<file path="config.mk">
export PLATFORM = sky130hd
export DESIGN_NAME = adder_rr_scheduler
export DESIGN_NICKNAME = d
export VERILOG_FILES = /design/src/rtl/adder_rr_scheduler_pkg.sv /design/src/rtl/adder_rr_scheduler_rr_pick.sv /design/src/rtl/adder_rr_scheduler.sv
export SDC_FILE = /design/constraint.sdc
export NUM_CORES = 1
export LEC_CHECK = 0
export BUFFER_PORTS_ARGS = -buffer_cell sky130_fd_sc_hd__buf_4
export CAP_MARGIN = 20
export CORE_AREA = 3 3 62 64
export DETAILED_ROUTE_END_ITERATION = 6
export DIE_AREA = 0 0 65 67
export PLACE_DENSITY = 0.83
export SYNTH_ARGS = -nofsm -noshare
export SYNTH_HDL_FRONTEND = slang
export SYNTH_SLANG_ARGS = --single-unit
</file>
<file path="constraint.sdc">
create_clock -name iCLK -period 9.5 [get_ports iCLK]
set_clock_uncertainty 0.15 [all_clocks]
set_input_delay 1.9 -clock iCLK [delete_from_list [all_inputs] [get_ports iCLK]]
set_output_delay 1.9 -clock iCLK [all_outputs]
set_load 0.1 [all_outputs]
</file>
<file path="src/rtl/adder_rr_scheduler_pkg.sv">
// Shared definitions for the round-robin adder scheduler: FSM state
// encoding and an index-width helper used to size requester ids.
package adder_rr_scheduler_pkg;

   typedef enum logic [1:0] {
      IDLE  = 2'd0,
      ISSUE = 2'd1,
      WAIT  = 2'd2,
      HOLD  = 2'd3
   } state_t;

   // Width needed to hold an index in 0..value-1, never less than one bit
   // so a two-requester build still has a usable id field.
   function automatic int clog2(input int value);
      int width;
      width = 1;
      for (int w = 1; w < 32; w++) begin
         if ((1 << width) < value) begin
            width = width + 1;
         end
      end
      return width;
   endfunction

endpackage

</file>
<file path="src/rtl/adder_rr_scheduler_rr_pick.sv">
// Combinational round-robin picker: scans requests starting at ptr and
// returns the first active one as a one-hot grant plus its index.
module rr_pick
   import adder_rr_scheduler_pkg::*;
#(
   parameter int NREQ = 4,
   parameter int IW   = clog2(NREQ)
) (
   input  logic [NREQ-1:0] ireq,
   input  logic [IW-1:0]   ptr,
   output logic [NREQ-1:0] ogrant,
   output logic [IW-1:0]   oidx,
   output logic            oany
);

   // Walk the requesters from ptr upward with wrap; the first hit wins.
   always_comb begin
      int cand;
      ogrant = '0;
      oidx   = '0;
      oany   = 1'b0;
      cand   = 0;
      for (int k = 0; k < NREQ; k++) begin
         cand = int'(ptr) + k;
         if (cand >= NREQ) begin
            cand = cand - NREQ;
         end
         if (!oany && ireq[cand]) begin
            oany         = 1'b1;
            oidx         = IW'(cand);
            ogrant[cand] = 1'b1;
         end
      end
   end

endmodule

</file>
<file path="src/rtl/adder_rr_scheduler.sv">
// Round-robin scheduler sharing one external registered adder between
// NREQ requesters. One operation at a time: grant, issue, wait for the
// adder's registered sum, then hold the result until the consumer takes it.
module adder_rr_scheduler
   import adder_rr_scheduler_pkg::*;
#(
   parameter  int WL   = 4,
   parameter  int NREQ = 4,
   localparam int IW   = clog2(NREQ)
) (
   input  logic               iCLK,
   input  logic               iRSTn,
   input  logic [NREQ-1:0]    ireq,
   input  logic [NREQ*WL-1:0] idata1,
   input  logic [NREQ*WL-1:0] idata2,
   output logic [NREQ-1:0]    ogrant,
   output logic               oadd_en,
   output logic [WL-1:0]      oadd_a,
   output logic [WL-1:0]      oadd_b,
   input  logic [WL:0]        iadd_sum,
   output logic               ovalid,
   output logic [WL:0]        osum,
   output logic [IW-1:0]      oid,
   input  logic               irdy
);

   state_t            state_q, state_d;
   logic [IW-1:0]     ptr_q, ptr_d;
   logic [IW-1:0]     id_q, id_d;
   logic [WL-1:0]     add_a_q, add_a_d;
   logic [WL-1:0]     add_b_q, add_b_d;
   logic              add_en_q, add_en_d;
   logic              valid_q, valid_d;
   logic [WL:0]       sum_q, sum_d;
   logic [IW-1:0]     oid_q, oid_d;
   logic [NREQ-1:0]   grant_c;

   logic [NREQ-1:0]   pick_grant;
   logic [IW-1:0]     pick_idx;
   logic              pick_any;

   rr_pick #(
      .NREQ (NREQ),
      .IW   (IW)
   ) u_rr_pick (
      .ireq   (ireq),
      .ptr    (ptr_q),
      .ogrant (pick_grant),
      .oidx   (pick_idx),
      .oany   (pick_any)
   );

   // Next-state and output decode; operands are captured at the grant edge
   // so they appear during ISSUE and then simply hold.
   always_comb begin
      state_d  = state_q;
      ptr_d    = ptr_q;
      id_d     = id_q;
      add_a_d  = add_a_q;
      add_b_d  = add_b_q;
      add_en_d = 1'b0;
      valid_d  = valid_q;
      sum_d    = sum_q;
      oid_d    = oid_q;
      grant_c  = '0;
      case (state_q)
         IDLE: begin
            if (pick_any) begin
               grant_c  = pick_grant;
               add_a_d  = idata1[pick_idx*WL +: WL];
               add_b_d  = idata2[pick_idx*WL +: WL];
               id_d     = pick_idx;
               ptr_d    = (pick_idx == IW'(NREQ-1)) ? '0 : pick_idx + 1'b1;
               add_en_d = 1'b1;
               state_d  = ISSUE;
            end
         end
         ISSUE: begin
            state_d = WAIT;
         end
         WAIT: begin
            sum_d   = iadd_sum;
            oid_d   = id_q;
            valid_d = 1'b1;
            state_d = HOLD;
         end
         HOLD: begin
            if (irdy) begin
               valid_d = 1'b0;
               state_d = IDLE;
            end
         end
         default: begin
            state_d = IDLE;
         end
      endcase
   end

   // State and datapath registers, cleared asynchronously so an in-flight
   // operation is dropped without emitting a result.
   always_ff @(posedge iCLK or negedge iRSTn) begin
      if (!iRSTn) begin
         state_q  <= IDLE;
         ptr_q    <= '0;
         id_q     <= '0;
         add_a_q  <= '0;
         add_b_q  <= '0;
         add_en_q <= 1'b0;
         valid_q  <= 1'b0;
         sum_q    <= '0;
         oid_q    <= '0;
      end else begin
         state_q  <= state_d;
         ptr_q    <= ptr_d;
         id_q     <= id_d;
         add_a_q  <= add_a_d;
         add_b_q  <= add_b_d;
         add_en_q <= add_en_d;
         valid_q  <= valid_d;
         sum_q    <= sum_d;
         oid_q    <= oid_d;
      end
   end

   // Grant is a same-cycle pulse; it is masked while reset is held so that
   // pending requests cannot leak a grant during reset.
   assign ogrant  = grant_c & {NREQ{iRSTn}};
   assign oadd_en = add_en_q;
   assign oadd_a  = add_a_q;
   assign oadd_b  = add_b_q;
   assign ovalid  = valid_q;
   assign osum    = sum_q;
   assign oid     = oid_q;

endmodule

</file>
Word level (Yosys, flattened, before mapping)

Cells that the tools add are included.

Input bits: 44
Output and inout bits: 21
Logic and storage cells: 102
Flip-flop bits (word level): 23

Equal/unequal tests: 6
Shifts and indexed selects: 2
Multiplexer cells: 46
Add/subtract/negate cells: 8
Bitwise logic cells: 4
Reduce and logical (&&, ||, !) cells: 15
$lt $le $gt $ge: 12

Operator list:

| kind                                                  | number |
|---|---|
| >= comparator 32 x 1 -> 1 bit (second input constant) | 4 |
| < comparator 32 x 4 -> 1 bit (second input constant)  | 4 |
| two-way mux 32 bit                                    | 4 |
| >= comparator 32 x 4 -> 1 bit (second input constant) | 3 |
| subtractor 32 x 4 -> 32 bit (second input constant)   | 3 |
| variable part select 16 x 5 -> 4 bit                  | 2 |
| two-way mux 4 bit                                     | 6 |
| two-way mux 1 bit                                     | 19 |
| two-way mux 2 bit                                     | 7 |
| OR 4 bit                                              | 3 |
| binary-select mux 1 bit (select 2 bit)                | 4 |
| demux 1 bit (select 2 bit)                            | 4 |
| case mux 2 bit (4 select lines)                       | 1 |
| logical AND 1 bit                                     | 7 |
| adder 2 x 2 -> 3 bit (second input constant)          | 2 |
| == test 2 bit (second input constant)                 | 3 |
| AND reduction 2 bit                                   | 3 |
| AND 4 bit                                             | 1 |
| != test 2 bit (second input constant)                 | 2 |
| subtractor 2 x 3 -> 4 bit (second input constant)     | 1 |
| adder 2 x 1 -> 3 bit (second input constant)          | 1 |
| >= comparator 2 x 3 -> 1 bit (second input constant)  | 1 |
| logical NOT 1 bit                                     | 3 |
| adder 2 x 1 -> 2 bit (second input constant)          | 1 |
| other kinds (4)                                       | 4 |

Logic depth before layout (Yosys ltp)

Depth after elaboration: 18
Mapped depth: 14
Mapped depth without buffers: 10

Hierarchy

Synthesis repeated with hierarchy kept, for this count alone.

Cells, all modules: 149
Area, all modules: 1634.1 um^2

By module, submodules not included:

| module             | area each (um^2) | times used | cells each | seq. area each (um^2) |
|---|---|---|---|---|
| adder_rr_scheduler | 1173.6           | 1          | 101        | 575.6 |
| rr_pick            | 460.4            | 1          | 48         | 0.0 |

Worst setup path after synthesis

Ideal clock, no wire load.

Path kind: input port to output port
Start: in ireq[1]
End: out ogrant[0]
Buffers on the path: 1
Arrival time: 4278 ps
Stages: 6
Slack: 3172 ps
Cell sequence: clkbuf_1 or2_1 or3_1 a21oi_1 a221oi_1 nor2_1

Longest elaborated chain between the ends: 16
Elaborated cells between the ends (all ways): 32
Those cells by class: mux (22); bitwise (4); reduce/logical (6)

Ends and longest elaborated chain:

| what                                                          | line                             | source |
|---|---|---|
| start: declaration                                            | adder_rr_scheduler.sv:13         | `input logic [NREQ-1:0] ireq,` |
| binary-select mux 1 bit (select 2 bit)                        | adder_rr_scheduler_rr_pick.sv:28 | `if (!oany && ireq[cand]) begin` |
| two-way mux 1 bit (implied by the code) (2 in a row)          | adder_rr_scheduler_rr_pick.sv:28 |  |
| two-way mux 1 bit                                             | adder_rr_scheduler_rr_pick.sv:28 |  |
| logical NOT 1 bit                                             | adder_rr_scheduler_rr_pick.sv:28 |  |
| logical AND 1 bit                                             | adder_rr_scheduler_rr_pick.sv:28 |  |
| two-way mux 1 bit                                             | adder_rr_scheduler_rr_pick.sv:28 |  |
| logical NOT 1 bit                                             | adder_rr_scheduler_rr_pick.sv:28 |  |
| logical AND 1 bit                                             | adder_rr_scheduler_rr_pick.sv:28 |  |
| two-way mux 1 bit                                             | adder_rr_scheduler_rr_pick.sv:28 |  |
| logical NOT 1 bit                                             | adder_rr_scheduler_rr_pick.sv:28 |  |
| logical AND 1 bit                                             | adder_rr_scheduler_rr_pick.sv:28 |  |
| two-way mux 4 bit / two-way mux 1 bit (equally long branches) | adder_rr_scheduler_rr_pick.sv:28 |  |
| two-way mux 4 bit (*)                                         | adder_rr_scheduler.sv:68         | `if (pick_any) begin` |
| two-way mux 4 bit (*)                                         | adder_rr_scheduler.sv:66         | `case (state_q)` |
| AND 4 bit (*)                                                 | adder_rr_scheduler.sv:127        | `assign ogrant = grant_c & {NREQ{iRSTn}};` |
| end: declaration                                              | adder_rr_scheduler.sv:16         | `output logic [NREQ-1:0] ogrant,` |

Every way passes the cells marked *; elsewhere a longest branch is shown, timed or not. The select of a mux whose other input is x is not followed.

Worst setup path in the final report

Start: in ireq[2]
End: out ogrant[0]

Same word-level chain as after synthesis.

==> results.tsv <==
stage	metric	value	unit
status	status	complete, no violations	
global_routing	first-pass GRT wire length	7.09	mm
clocking	clk sink count	23	
synth	post-synthesis sequential area ratio	32.3	%
finish	Layout area overhead	26.9	%
worst_setup_path	Crit path max-delay family	compound AO/OA/AOI/OAI gates	
routing	final WL	4.53	mm
worst_setup_path	CP cell instances	buf_4, or2_2, o21ai_1, inv_1, nand2_1, nor2_1, buf_4	
clocking	Max clock buf depth	2	
global_routing	initial antenna violation count	0	
synth	Mapped Nets	238	
synth	synth cell count leaders	dfrtp_1, nor2_1, nand2_1, o221ai_1, mux2i_1	
worst_setup_path	Critical Path Max Stage Delay	0.82	ns
floorplan	area of the core	3340	um^2
placement	DP Area	2230	um^2
clocking	Skew-Pair Late Insertion Delay	0.31	ns
flow_run	max-cap violations	0	
clocking	CTS tree	done	
floorplan	Die Footprint	4360	um^2
finish	Layout Nets	293	
timing	Final Hold Violating Endpoints	0	
placement	Cells after DPL	281	
routing	Pre-antenna DRT Iters	4	
clocking	Reg clk slew, reported paths	0.13	ns
worst_setup_path	Buf/Inv on CP	3	
clocking	cts repair resizes	0	
clocking	CTS Buf Count	3	
finish	layout cells sized above 1	35.6	%
worst_setup_path	Crit Path Max Fanout	15	
synth	top_reg_cell synth	dfrtp_1	
timing	Fin Setup TNS	0	ns
placement	Port Buffer Count	64	
clocking	Setup Fix Bufs, Post-CTS	0	
global_routing	GRT overflow	0	
worst_setup_path	Crit Path Class	in -> out	
timing	highest clock rate	167	MHz
floorplan	width of the die	65	um
timing	Worst Tran Pin Value	1.03	ns
placement	gpl congestion	0.870	
worst_setup_path	most used cell, CP	buf_4	
global_routing	gr usage total	21.0	%
synth	post-synthesis cell type count	39	
floorplan	Initial Util	53.4	%
routing	Iteration-0 DRC Markers	92	
finish	Non-Filler Instances	285	
floorplan	Die H	67	um
routing	routed len/inst	15.9	um
finish	Antenna Cells	0	
min_path	Hold WC Path Type	reg -> reg	
synth	Post-Synthesis Cells	185	
clocking	Root Buffer Master	clkbuf_4	
worst_setup_path	Startpoint Class	primary input	
placement	dpl hpwl	3.36	mm
timing	Tcrit/Tclk final	63.2	%
timing	Hold WS	0.354	ns
synth	synthesized cell area	1780	um^2
clocking	Clock H-tree levels	1	
synth	register bit count reported by yosys	23	
timing	RSZ-0062 raised after global routing	no	
synth	Synth area leaders	dfrtp_1, o221ai_1, ha_1	
synth	Syn. warnings	0	
timing	minimum clock period	6.00	ns
floorplan	io pins	65	
routing	vias per cell	5.83	
worst_setup_path	crit path max-delay cell type	o21ai_1	
synth	Yosys top cell area share	32.3	%
routing	Antenna Violating Nets Remaining	0	
global_routing	pin count of the biggest net entering global routing	25	
synth	async set-reset flop share out of synthesis	100	%
worst_setup_path	WP data required	7.45	ns
clocking	Post-CTS Hold Fix Bufs	0	
timing	Worst slew margin	30.9	%
timing	count of pins over their slew limit	0	
worst_setup_path	Worst EP arrival	3.95	ns
synth	top-count cell post-synth	dfrtp_1	
worst_setup_path	CP endpoint kind	primary output	
finish	final instance area	2260	um^2
floorplan	std cell rows	21	
global_routing	number of global-route vias before repair	1462	
synth	Yosys top cell by area	dfrtp_1	
synth	Post-synth EDFFs	0	
routing	routed via count	1662	
synth	syn_area_per_cell	9.62	um^2
timing	final setup vio count	0	
routing	DRC	0	
state kept, by name (all words and copies together), names as in the netlist:
register and count:
oadd_b 4, ovalid 1, oid 2, oadd_a 4
state_q 2, ptr_q 2, oadd_en 1, osum 5
id_q 2
through the flow:
step	utilization, %	setup slack, ns
after detailed placement	66.8	3.49
after CTS	67.7	3.49
after global placement	66.8	3.63
after global routing	67.7	3.25
after floorplan	-	3.17
final	67.7	3.50
routing by layer:
metal | wire length (um) | share of wire (%) | global-route usage (%) | vias to the layer above
li1 | - | - | - | 816
met4 | 59 | 1.3 | 4.49 | 0
met5 | 0 | 0 | 0 | -
met2 | 2240 | 49 | 35.5 | 54
met1 | 1950 | 43 | 27.0 | 784
met3 | 283 | 6.2 | 5.23 | 8
cell type report:
class / count / area (um^2)
multi-input combinational: 139 / 1080
fill: 279 / 1080
sequential: 23 / 576
timing repair buffer: 64 / 480
tap: 46 / 57.6
inverter: 9 / 33.8
clock buffer: 3 / 22.5
clock inverter: 1 / 7.51
worst reg2reg max path, delay by kind of cell, from the launching register on:
kind / cells / cell delay, ns
mux: 1 / 0.48
fa+ha+maj: 2 / 0.68
flops: 1 / 0.86
compound gates: 3 / 1.18
buf+inv: 2 / 0.32
simple gates: 1 / 0.08
final timing paths:
check                      startpoint   endpoint  slack (ns)  cells past startpoint
hold / removal                id_q[1]    id_q[1]        0.35                      2
min in group asynchronous       iRSTn  oadd_a[1]        1.30                      1
max in group asynchronous       iRSTn    id_q[0]        7.67                      1
hold reg to reg               id_q[1]    id_q[1]        0.35                      2
setup / recovery              ireq[2]  ogrant[0]        3.50                      7
setup reg to reg             ptr_q[0]   ptr_q[0]        5.67                      9
cells in the final DEF (no fill, tap or decap), types with 2 or more instances in the layout:
cell type / count
or2_1: 2
dfrtp_1: 23
o31ai_1: 2
o22a_1: 8
o21ai_1: 4
mux2_2: 8
o211ai_1: 2
a21oi_1: 5
inv_1: 8
ha_1: 9
mux2i_1: 11
nand2b_1: 2
nand3b_1: 2
or3_1: 2
mux4_2: 3
or3b_1: 2
nand2_1: 17
a221oi_1: 4
clkbuf_4: 3
buf_4: 64
a22oi_1: 4
o221ai_1: 17
o22ai_1: 2
o21ai_0: 3
nor2_1: 18
cell families after synthesis:
logic type               after synthesis  synth area share, %
flip-flops                            23                 32.3
AND/OR/NAND/NOR                       51                 13.9
multiplexers                          22                 15.0
adder cells (fa/ha/maj)                9                 6.32
buffers and inverters                 23                 6.89
AO/OA/AOI/OAI                         57                 25.5
Power is left out: the tool's default activity adds up to more than one toggle a clock period on the data nets, which glitch-free logic cannot reach.
